==> config.mk <==
export PLATFORM = sky130hd
export DESIGN_NAME = mul_share_sched
export DESIGN_NICKNAME = d
export VERILOG_FILES = /design/src/rtl/mul_share_sched.sv
export SDC_FILE = /design/constraint.sdc
export NUM_CORES = 1
export LEC_CHECK = 0
export BUFFER_PORTS_ARGS = -buffer_cell sky130_fd_sc_hd__clkbuf_2
export CAP_MARGIN = 0
export CORE_ASPECT_RATIO = 1.1
export CORE_MARGIN = 4
export CORE_UTILIZATION = 57
export DETAILED_ROUTE_END_ITERATION = 10
export GPL_TIMING_DRIVEN = 0
export PLACE_DENSITY = 0.85
export SYNTH_ARGS = -nofsm -noshare
export SYNTH_HDL_FRONTEND = slang
export SYNTH_SLANG_ARGS = --single-unit
==> constraint.sdc <==
create_clock -name clk -period 3 [get_ports clk]
set_input_delay 0 -clock clk [delete_from_list [all_inputs] [get_ports clk]]
set_output_delay 0 -clock clk [all_outputs]
set_load 0.005 [all_outputs]
==> src/rtl/mul_share_sched.sv <==
// mul_share_sched
//
// Shares one pipelined 8x8 unsigned multiplier between NREQ operand
// requesters. A round-robin arbiter picks at most one requester per cycle and
// issues its operands straight to the multiplier. A tag pipeline records who
// owns each in-flight product. Products land in a result FIFO that feeds one
// AXI-Stream style output.
//
// Issue is gated by a credit counter that covers FIFO occupancy plus in-flight
// operations. The multiplier cannot stall, so every issued product is
// guaranteed a FIFO slot.
//
// Ports
//   clk, rst_n         clock, asynchronous active-low reset
//   cfg_en             issue enable (0 = drain: no new grants)
//   s_tvalid/s_tready  per-requester handshake, s_tready one-hot or zero
//   s_a, s_b           packed operands, requester i at [8i+7:8i]
//   mul_en/a/b         issue strobe and operands to the multiplier
//   mul_p/mul_valid    product and valid returning LAT cycles after mul_en
//   m_tvalid/m_tready  result handshake
//   m_tdata, m_tid     product and owning requester id
//   busy               an op is issuing, in flight, or queued
//   err                sticky: mul_valid disagreed with the tag pipeline
module mul_share_sched #(
  parameter int NREQ       = 4,
  parameter int LAT        = 3,
  parameter int FIFO_DEPTH = 8,
  parameter int IDW        = (NREQ > 2) ? $clog2(NREQ) : 1
) (
  input  logic                 clk,
  input  logic                 rst_n,
  input  logic                 cfg_en,
  input  logic [NREQ-1:0]      s_tvalid,
  output logic [NREQ-1:0]      s_tready,
  input  logic [8*NREQ-1:0]    s_a,
  input  logic [8*NREQ-1:0]    s_b,
  output logic                 mul_en,
  output logic [7:0]           mul_a,
  output logic [7:0]           mul_b,
  input  logic [15:0]          mul_p,
  input  logic                 mul_valid,
  output logic                 m_tvalid,
  input  logic                 m_tready,
  output logic [15:0]          m_tdata,
  output logic [IDW-1:0]       m_tid,
  output logic                 busy,
  output logic                 err
);

  localparam int DATA_W = 8;
  localparam int PROD_W = 16;
  localparam int CW     = $clog2(FIFO_DEPTH + 1);
  localparam int AW     = (FIFO_DEPTH > 1) ? $clog2(FIFO_DEPTH) : 1;

  // (base + offs) mod NREQ for base, offs < NREQ: one subtraction is enough.
  function automatic logic [IDW-1:0] rr_idx(input logic [IDW-1:0] base, input int offs);
    int s;
    s = int'(base) + offs;
    if (s >= NREQ) s = s - NREQ;
    return s[IDW-1:0];
  endfunction

  function automatic logic [AW-1:0] ptr_inc(input logic [AW-1:0] p);
    return (p == AW'(FIFO_DEPTH - 1)) ? '0 : p + 1'b1;
  endfunction

  logic [IDW-1:0]    rr_ptr_q, rr_ptr_d;
  logic [CW-1:0]     credit_q, credit_d;
  logic [CW-1:0]     count_q, count_d;
  logic [AW-1:0]     wr_ptr_q, rd_ptr_q;
  logic [LAT-1:0]    tag_vld_q;
  logic [IDW-1:0]    tag_id_q [LAT];
  logic [PROD_W-1:0] fifo_data_q [FIFO_DEPTH];
  logic [IDW-1:0]    fifo_id_q [FIFO_DEPTH];
  logic              err_q;

  logic              win_found;
  logic [IDW-1:0]    win_id;
  logic              issue;
  logic              tag_out_vld;
  logic              fifo_wr;
  logic              fifo_rd;

  // Round-robin search: first valid requester at or above the pointer, with wrap.
  always_comb begin
    win_found = 1'b0;
    win_id    = '0;
    for (int k = 0; k < NREQ; k++) begin
      if (!win_found && s_tvalid[rr_idx(rr_ptr_q, k)]) begin
        win_found = 1'b1;
        win_id    = rr_idx(rr_ptr_q, k);
      end
    end
  end

  // rst_n is in the term so that no grant escapes while reset is held, even
  // though the credit register already sits at its full reset value.
  assign issue = rst_n & cfg_en & (credit_q != '0) & win_found;

  always_comb begin
    s_tready = '0;
    mul_a    = '0;
    mul_b    = '0;
    if (issue) begin
      s_tready[win_id] = 1'b1;
      mul_a            = s_a[DATA_W*int'(win_id) +: DATA_W];
      mul_b            = s_b[DATA_W*int'(win_id) +: DATA_W];
    end
  end

  assign mul_en   = issue;
  assign rr_ptr_d = issue ? rr_idx(win_id, 1) : rr_ptr_q;

  assign tag_out_vld = tag_vld_q[LAT-1];
  // Capture follows the tag pipeline, not mul_valid, so ownership stays
  // consistent even when the multiplier misbehaves.
  assign fifo_wr     = tag_out_vld;
  assign m_tvalid    = (count_q != '0);
  assign fifo_rd     = m_tvalid & m_tready;

  // A pop returns its credit through the register, which keeps m_tready off
  // any combinational path to s_tready.
  always_comb begin
    credit_d = credit_q;
    case ({issue, fifo_rd})
      2'b10:   credit_d = credit_q - 1'b1;
      2'b01:   credit_d = credit_q + 1'b1;
      default: credit_d = credit_q;
    endcase
  end

  always_comb begin
    count_d = count_q;
    case ({fifo_wr, fifo_rd})
      2'b10:   count_d = count_q + 1'b1;
      2'b01:   count_d = count_q - 1'b1;
      default: count_d = count_q;
    endcase
  end

  // Control state: arbiter pointer, credits, FIFO pointers, tag pipeline, err.
  always_ff @(posedge clk or negedge rst_n) begin
    if (!rst_n) begin
      rr_ptr_q  <= '0;
      credit_q  <= CW'(FIFO_DEPTH);
      count_q   <= '0;
      wr_ptr_q  <= '0;
      rd_ptr_q  <= '0;
      tag_vld_q <= '0;
      for (int i = 0; i < LAT; i++) tag_id_q[i] <= '0;
      err_q     <= 1'b0;
    end else begin
      rr_ptr_q <= rr_ptr_d;
      credit_q <= credit_d;
      count_q  <= count_d;
      if (fifo_wr) wr_ptr_q <= ptr_inc(wr_ptr_q);
      if (fifo_rd) rd_ptr_q <= ptr_inc(rd_ptr_q);
      tag_vld_q[0] <= issue;
      tag_id_q[0]  <= win_id;
      for (int i = 1; i < LAT; i++) begin
        tag_vld_q[i] <= tag_vld_q[i-1];
        tag_id_q[i]  <= tag_id_q[i-1];
      end
      if (mul_valid != tag_out_vld) err_q <= 1'b1;
    end
  end

  // Result storage. Cleared on reset so the head reads as zero after reset.
  always_ff @(posedge clk or negedge rst_n) begin
    if (!rst_n) begin
      for (int i = 0; i < FIFO_DEPTH; i++) begin
        fifo_data_q[i] <= '0;
        fifo_id_q[i]   <= '0;
      end
    end else if (fifo_wr) begin
      fifo_data_q[wr_ptr_q] <= mul_p;
      fifo_id_q[wr_ptr_q]   <= tag_id_q[LAT-1];
    end
  end

  assign m_tdata = fifo_data_q[rd_ptr_q];
  assign m_tid   = fifo_id_q[rd_ptr_q];
  assign busy    = issue | (|tag_vld_q) | m_tvalid;
  assign err     = err_q;

endmodule

# Yosys cells after proc, flatten, opt, wreduce, memory -nomap -nowiden
# Cells that the tools add are included.
[op_classes] n_addsub=15 mul=0 div_mod_pow=0 magnitude_cmp=14 eq_ne=7 shifts=2 n_mux=42 bitwise=8 reduce_logical=13
[ops] op="$bwmux 128" n=1
[ops] op="$shiftx 32x6->8" n=2
[ops] op="$bmux 16 s3" n=1
[ops] op="$demux 16 s3" n=1
[ops] op="$mux 16" n=3
[ops] op="$mux 2" n=12
[ops] op="$bwmux 16" n=1
[ops] op="$mux 8" n=2
[ops] op="$pmux 4 s2" n=2
[ops] op="$lt 2x3->1 const B" n=5
[ops] op="$ge 3x3->1 const B" n=4
[ops] op="$sub 2x1->2 const B" n=5
[ops] op="$mux 1" n=9
[ops] op="$add 4x1->4 const B" n=2
[ops] op="$bmux 1 s2" n=4
[ops] op="$ge 4x4->1 const B" n=2
[ops] op="$not 3->4" n=2
[ops] op="$reduce_bool 4->1" n=2
[ops] op="$sub 4x1->4 const B" n=2
[ops] op="$add 2x1->3 const B" n=2
[ops] op="$add 2x2->3 const B" n=2
[ops] op="$add 3x1->3 const B" n=2
[ops] op="$bmux 2 s3" n=1
[ops] op="$demux 2 s3" n=1
[ops] op="16 further kinds" n=31
[totals] register_bits=170 latch_bits=0 ramBits=0 mem_bits_ro=0 output_inout_bits=42 elab_cells=127 mem_count=0

# Depth between registers and ports, before layout
# Gate-level depths: netlist (run 1).
[depth] word_depth=19 mapped_depth=12 depth_no_buf=11

# Worst setup path after synthesis (run 1)
# OpenSTA, ideal clock, no wires.
[synth_path] path_type="flip-flop to flip-flop" startpoint="register count_q[0]" endpoint="register credit_q[3]" setup_time_ns=0.083 t_arrival_ns=2.375 required_ns=2.917 setup_slack_ns=0.542 path_stages_with_launch=12 synth_period_minus_slack_ns=2.458 cell_sequence="dfrtp_1 -> or4_1 -> nand2_1 -> inv_1 -> ha_1 -> inv_1 -> ha_1 -> a21o_1 -> a21oi_1 -> xnor2_1 -> nor2_1 -> xor2_1"
[synth_between] elab_chain_cells=4 word_cells_on_any_way=6 cone_classes="2 x eq/ne; 1 x mux; 1 x bitwise; 2 x reduce/logical"
[synth_lines] item="start, declared" line_no="69" text="logic [CW-1:0] count_q, count_d;"
[synth_lines] item="start signal, assigned" line_no="155" text="count_q <= count_d;"
[synth_lines] item="$reduce_bool 4->1 (*)" line_no="118" text="assign m_tvalid = (count_q != '0);"
[synth_lines] item="via m_tvalid" line_no="42" text="output logic m_tvalid,"
[synth_lines] item="$and 1x1->1 (*)" line_no="119" text="assign fifo_rd = m_tvalid & m_tready;"
[synth_lines] item="via fifo_rd" line_no="82" text="logic fifo_rd;"
[synth_lines] item="$eq 2x1->1 or $eq 2x2->1 (tied branches)" line_no="125" text="case ({issue, fifo_rd})"
[synth_lines] item="$pmux 4 s2 or $reduce_bool 2->1 (tied branches)"
[synth_lines] item="end signal, assigned" line_no="145" text="credit_q <= CW'(FIFO_DEPTH);"
[synth_lines] item="end signal, assigned" line_no="154" text="credit_q <= credit_d;"
[synth_lines] item="end, declared" line_no="68" text="logic [CW-1:0] credit_q, credit_d;"
# The timed path passes the listed nets; every way through them passes the cells marked *.
# A chain may end at the register's enable or synchronous reset.

# Worst setup path in the final report (run 1)
[layout_path] startpoint="input port rst_n" endpoint="register credit_q[3]"
[layout_between] elab_chain_cells=5 word_cells_on_any_way=7 cone_classes="2 x eq/ne; 1 x mux; 3 x bitwise; 1 x reduce/logical"
[layout_lines] item="start, declared" line_no="31" text="input logic rst_n,"
[layout_lines] item="$and 1x1->1 (*) (3 in series)" line_no="98" text="assign issue = rst_n & cfg_en & (credit_q != '0) & win_found;"
[layout_lines] item="$eq 2x1->1 or $eq 2x2->1 (tied branches)" line_no="125"
[layout_lines] item="$pmux 4 s2 or $reduce_bool 2->1 (tied branches)"
# Every way passes the cells marked *; elsewhere a longest branch is shown, timed or not.

==> flow_summary.ini, run 1 <==
[final_layout]
drive_gt1_frac = 0.560
antennaDiodeCount = 0
nNetsFinal = 827
utilization = 0.702
area_delta_synth_final_pct = 20.2

[synthesis]
yosysWarnings = 0
synth_top_area_share = 0.501
ys_seq_elements = 170
syn-cell-area_sq_mm = 0.00843
async_flop_share = 1.00
synth_area_leaders = dfrtp_1, mux2_2, mux4_2
synth-edff-count = 0
synth_top_area_cell = dfrtp_1
syn-num-nets = 654
ys_types = 39
yosysSeqAreaShare = 0.505
syn_area_per_cell_sq_um = 15.4
synth.top_cells.by_count = dfrtp_1, mux2_2, mux4_2, mux2i_1, ha_1
synth_top_flop_cell = dfrtp_1
synth.most_common_cell = dfrtp_1
syn_inst = 549

[critical_path]
cp-end-kind = register
cp-start-kind = input pin
required_ns = 3.36
cp_max_fo = 60
critical_path_arrival_ns = 3.14
worstSetupPathType = input pin to register

[grt]
grt_usage = 0.239
antenna_found_initial = 0
grt_max_degree = 121
grt_pass1_vias = 5943
grt-ovfl-total = 0
grt_pass1_wl_mm = 30.5

[clock_tree]
h-tree-depth = 4
root_buffer = clkbuf_16
cts_tree = built
cts_setup_buffers = 0
cts_sinks = 170
cts.clk_slew.worst_paths_ns = 0.06
clockBufferDepth = 2
clock_latency_ns = 0.43
cts_made_buffers = 17

[routing]
route.antenna.remaining_nets = 0
wl_per_cell_um = 21.1
vias = 5406
drt-initial-drc-count = 284
drt_wl_total_mm = 19.4
vias_per_cell = 5.86
drc = 0
dr.pass1.iters = 4

[sta]
setup_violations = 0
post-route-period-util = 0.928
rsz0062_at_grt = no
fin_ws_ns = 0.215
worstMarginPinSlew_ns = 0.865
clock_skew_ns = 0.0109
fmaxAchievable_ghz = 0.359
setup_tns_ns = 0
slew_viol_final = 0
slew_headroom = 0.423
fin_crit_ns = 2.78
hold_viol = 0

[floorplan]
die_area_sq_mm = 0.0168
start_util = 0.584
die_w_um = 124
rows = 46
die_h_um = 136
fp.coreArea_sq_mm = 0.0144
pin_count = 131

[power]
ir_worst_vdd_v = 0.000640
power_leakage_uw = 0.00468
power_density_mw_per_mm2 = 1030

[place]
dp_slack_ns = -0.194
dp_hpwl_mm = 13.1
portBuffers = 130
routabilityCongestion = 0.778

[job]
maxCapViolCount = 0

[min_path]
hp-class = input pin to register

[run_status]
status = finished, final reports clean
==> power breakdown <==
part / internal (uW) / switching (uW)
Combinational: 2610 / 1840
Sequential: 3420 / 637
Clock: 1120 / 804
Total: 7150 / 3280
==> cell type report <==
cell class	instances	area, sq um
inverters	10	37.5
clock buffers	24	492
multi-input cells	338	3910
well taps	192	240
flip-flops and latches	170	4260
clock inverters	3	17.5
fillers	977	4310
repair buffers	154	950
plain buffers	31	238
==> final timing paths <==
path / from / endpoint / slack, ns / cells past startpoint
worst max-delay path: rst_n / credit_q[3] / 0.22 / 15
worst min-delay path: s_tvalid[1] / rr_ptr_q[0] / 0.06 / 4
worst max register to register: count_q[0] / credit_q[3] / 0.24 / 11
worst min register to register: tag_id_q[4] / tag_id_q[2] / 0.36 / 0
max in group asynchronous: rst_n / credit_q[3] / 2.49 / 3
min in group asynchronous: rst_n / fifo_data_q[119] / 0.17 / 3
==> registers in the layout, summed over array words and instances, names as in the netlist <==
register	cells
fifo_data_q	128
fifo_id_q	16
tag_id_q	6
count_q	4
credit_q	4
rd_ptr_q	3
tag_vld_q	3
wr_ptr_q	3
rr_ptr_q	2
err	1
==> critical path: stages <==
cell and delay, ns:
dlygate4sd3_1 0.54, clkbuf_8 0.17, buf_16 0.27, nand2_1 0.10, nor3_1 0.36, buf_6 0.20
inv_1 0.06, ha_1 0.22, inv_1 0.13, ha_1 0.24, a21o_1 0.17, a21oi_1 0.19
xnor2_1 0.11, nor2_1 0.16, xor2_1 0.16
==> routing by layer <==
layer	global-route usage	vias to the layer above	wire, um
li1	-	2395	-
met1	0.291	2817	7590
met2	0.421	167	10600
met3	0.0459	27	897
met4	0.0883	0	335
met5	0	-	0
==> layout by cell type, fill, tap and decap left out, types with 8 or more instances in the layout <==
cell type	n
o22ai_2	9
mux2i_1	33
clkbuf_16	18
buf_6	11
mux4_2	36
mux2_2	167
dfrtp_1	169
clkbuf_2	129
buf_4	8
inv_1	10
clkbuf_1	8
dlygate4sd3_1	21
ha_1	14
==> metrics by stage <==
step | std cells | cell area, sq um | hold slack [ns] | total power (uW)
floorplan | 549 | 8430 | -0.296 | 7130
global placement | 871 | 9320 | 0.233 | 8120
detailed placement | 872 | 9360 | -0.0185 | 8510
CTS | 920 | 10100 | 0.0540 | 10500
global route | 922 | 10100 | 0.117 | 11100
finish | 922 | 10100 | 0.0610 | 10400
==> repair_timing <==
item	4_1_cts	5_1_grt
gates resized for setup	0	1
hold buffers	21	1
setup endpoints to repair	0	1
hold endpoints to repair	182	2
==> cells by family after synthesis <==
group           share of synthesized area
compound gates                     0.0304
xor+xnor                          0.00935
fa+ha+maj                          0.0255
buf+inv                            0.0326
flops                               0.505
mux                                 0.358
simple gates                       0.0392
Power figures use the tool's default switching activity.
==> run 2: changes to the inputs <==
Settings changed: CELL_PAD_IN_SITES_DETAIL_PLACEMENT set to 1, CELL_PAD_IN_SITES_GLOBAL_PLACEMENT set to 1, CORE_UTILIZATION 57 to 47, PLACE_DENSITY 0.85 to 0.84.
==> flow_summary.ini, run 2 (synthesis gave the netlist of run 1 again) <==
[critical_path]
regToRegStartpoint = count_q[0]
crit_slowest_cell = dlygate4sd3_1
cp-startpoint = rst_n
worstSetupPathType = input pin to register
slowest_delay_ns = 0.58
required_ns = 3.36
cp-start-kind = input pin
cp-end-kind = register
cp_cell_sequence = dlygate4sd3_1 -> buf_12 -> nand2_1 -> nor3_1 -> buf_6 -> inv_1 -> ha_1 -> inv_1 -> ha_1 -> a21o_1 -> a21oi_1 -> xnor2_1 -> nor2_1 -> xor2_1
critical_path_arrival_ns = 3.09
cp_max_fo = 66

[sta]
post-route-period-util = 0.913
setup_tns_ns = 0
worstMarginPinSlew_ns = 0.905
slew_headroom = 0.397
fin_ws_ns = 0.261
setup_violations = 0
timing.hold.ws_ns = 0.0314
clock_skew_ns = 0.00539
rsz0062_at_grt = no
fmaxAchievable_ghz = 0.365
hold_viol = 0
fin_crit_ns = 2.74
slew_viol_final = 0

[final_layout]
instances_no_fill = 971
antennaDiodeCount = 0
drive_gt1_frac = 0.566
top_register = fifo_data_q
final_cell_mix = dfrtp_1, mux2_2, clkbuf_2, mux4_2, mux2i_1
area_delta_synth_final_pct = 21.8
largest_reg_flops = 128
layout_commonest_cell = dfrtp_1
nNetsFinal = 825
top_regs = fifo_data_q: 128 flops, fifo_id_q: 16 flops, tag_id_q: 6 flops

[clock_tree]
clock_latency_ns = 0.43
root_buffer = clkbuf_16
cts_tree = built
cts_sinks = 170
clockBufferDepth = 2
cts.clk_slew.worst_paths_ns = 0.06
cts_made_buffers = 17
h-tree-depth = 4

[grt]
grt_pass1_vias = 6386
grt_pass1_wl_mm = 34.2
grt-ovfl-total = 0
grt_usage = 0.221
grt_max_degree = 107
antenna_found_initial = 0

[job]
maxCapViolCount = 0

[routing]
drc = 0
drt_wl_total_mm = 21.1
dr.pass1.iters = 4
route.antenna.remaining_nets = 0
wl_per_cell_um = 21.8
vias_per_cell = 5.53
drt-initial-drc-count = 189
vias = 5370

[place]
routabilityCongestion = 0.829
portBuffers = 130
dp_slack_ns = 0.181
dp_hpwl_mm = 14.4
dp.cells = 918

[floorplan]
fp.coreArea_sq_mm = 0.0177
pin_count = 131
rows = 51
die_w_um = 136
start_util = 0.477
die_area_sq_mm = 0.0202
die_h_um = 148

[power]
power_density_mw_per_mm2 = 1070
power.total_uw = 11000
ir_worst_vdd_v = 0.000470
power_leakage_uw = 0.00471

[run_status]
status = finished, final reports clean

[min_path]
min-delay-start = s_tvalid[1]
hp-class = input pin to register
run 2: stage by stage:
stage           util  cell area, sq um
2_1_floorplan      -              8430
3_3_place_gp   0.531              9380
3_5_place_dp   0.533              9420
4_1_cts        0.580             10300
5_1_grt        0.581             10300
6_report       0.581             10300
run 2: what timing repair did:
action,in CTS,in global routing
resized for setup,0,3
hold buffers,20,1
endpoints found under the hold margin,195,2
buffers inserted,0,0
endpoints found under the setup margin,0,1
run 2: final cells by class:
class | count | area (sq um)
Multi-Input combinational cell | 338 | 3910
Clock buffer | 18 | 439
Fill cell | 1700 | 7400
Inverter | 10 | 37.5
Buffer | 31 | 238
Timing Repair Buffer | 152 | 903
Clock inverter | 14 | 195
Tap cell | 238 | 298
Sequential cell | 170 | 4260
run 2: worst max-delay path, delay by kind of cell:
| family | cells | cell delay (ns) |
|---|---|---|
| AO/OA/AOI/OAI | 2 | 0.36 |
| buffers and inverters | 5 | 1.30 |
| adder cells (fa/ha/maj) | 2 | 0.48 |
| XOR/XNOR | 2 | 0.25 |
| AND/OR/NAND/NOR | 3 | 0.61 |
run 2: path summary, 6_finish.rpt:
| kind | to | cells after the start | slack [ns] |
|---|---|---|---|
| min in group asynchronous | fifo_data_q[55] | 2 | 0.07 |
| setup reg to reg | credit_q[3] | 11 | 0.28 |
| hold reg to reg | tag_id_q[1] | 0 | 0.35 |
| hold / removal | rr_ptr_q[0] | 4 | 0.03 |
| max in group asynchronous | credit_q[3] | 3 | 2.11 |
| setup / recovery | credit_q[3] | 14 | 0.26 |
run 2: power by group:
group | total [uW] | internal (uW) | switching [uW]
registers | 4090 | 3420 | 671
clock network | 2340 | 1420 | 922
logic | 4530 | 2620 | 1910
total | 11000 | 7450 | 3510
run 2: layer usage:
metal,up-vias,track usage,share of wire
met3,33,0.0447,0.034
met4,0,0.0665,0.020
li1,2403,-,-
met1,2796,0.253,0.39
met2,138,0.415,0.56
met5,-,0,0
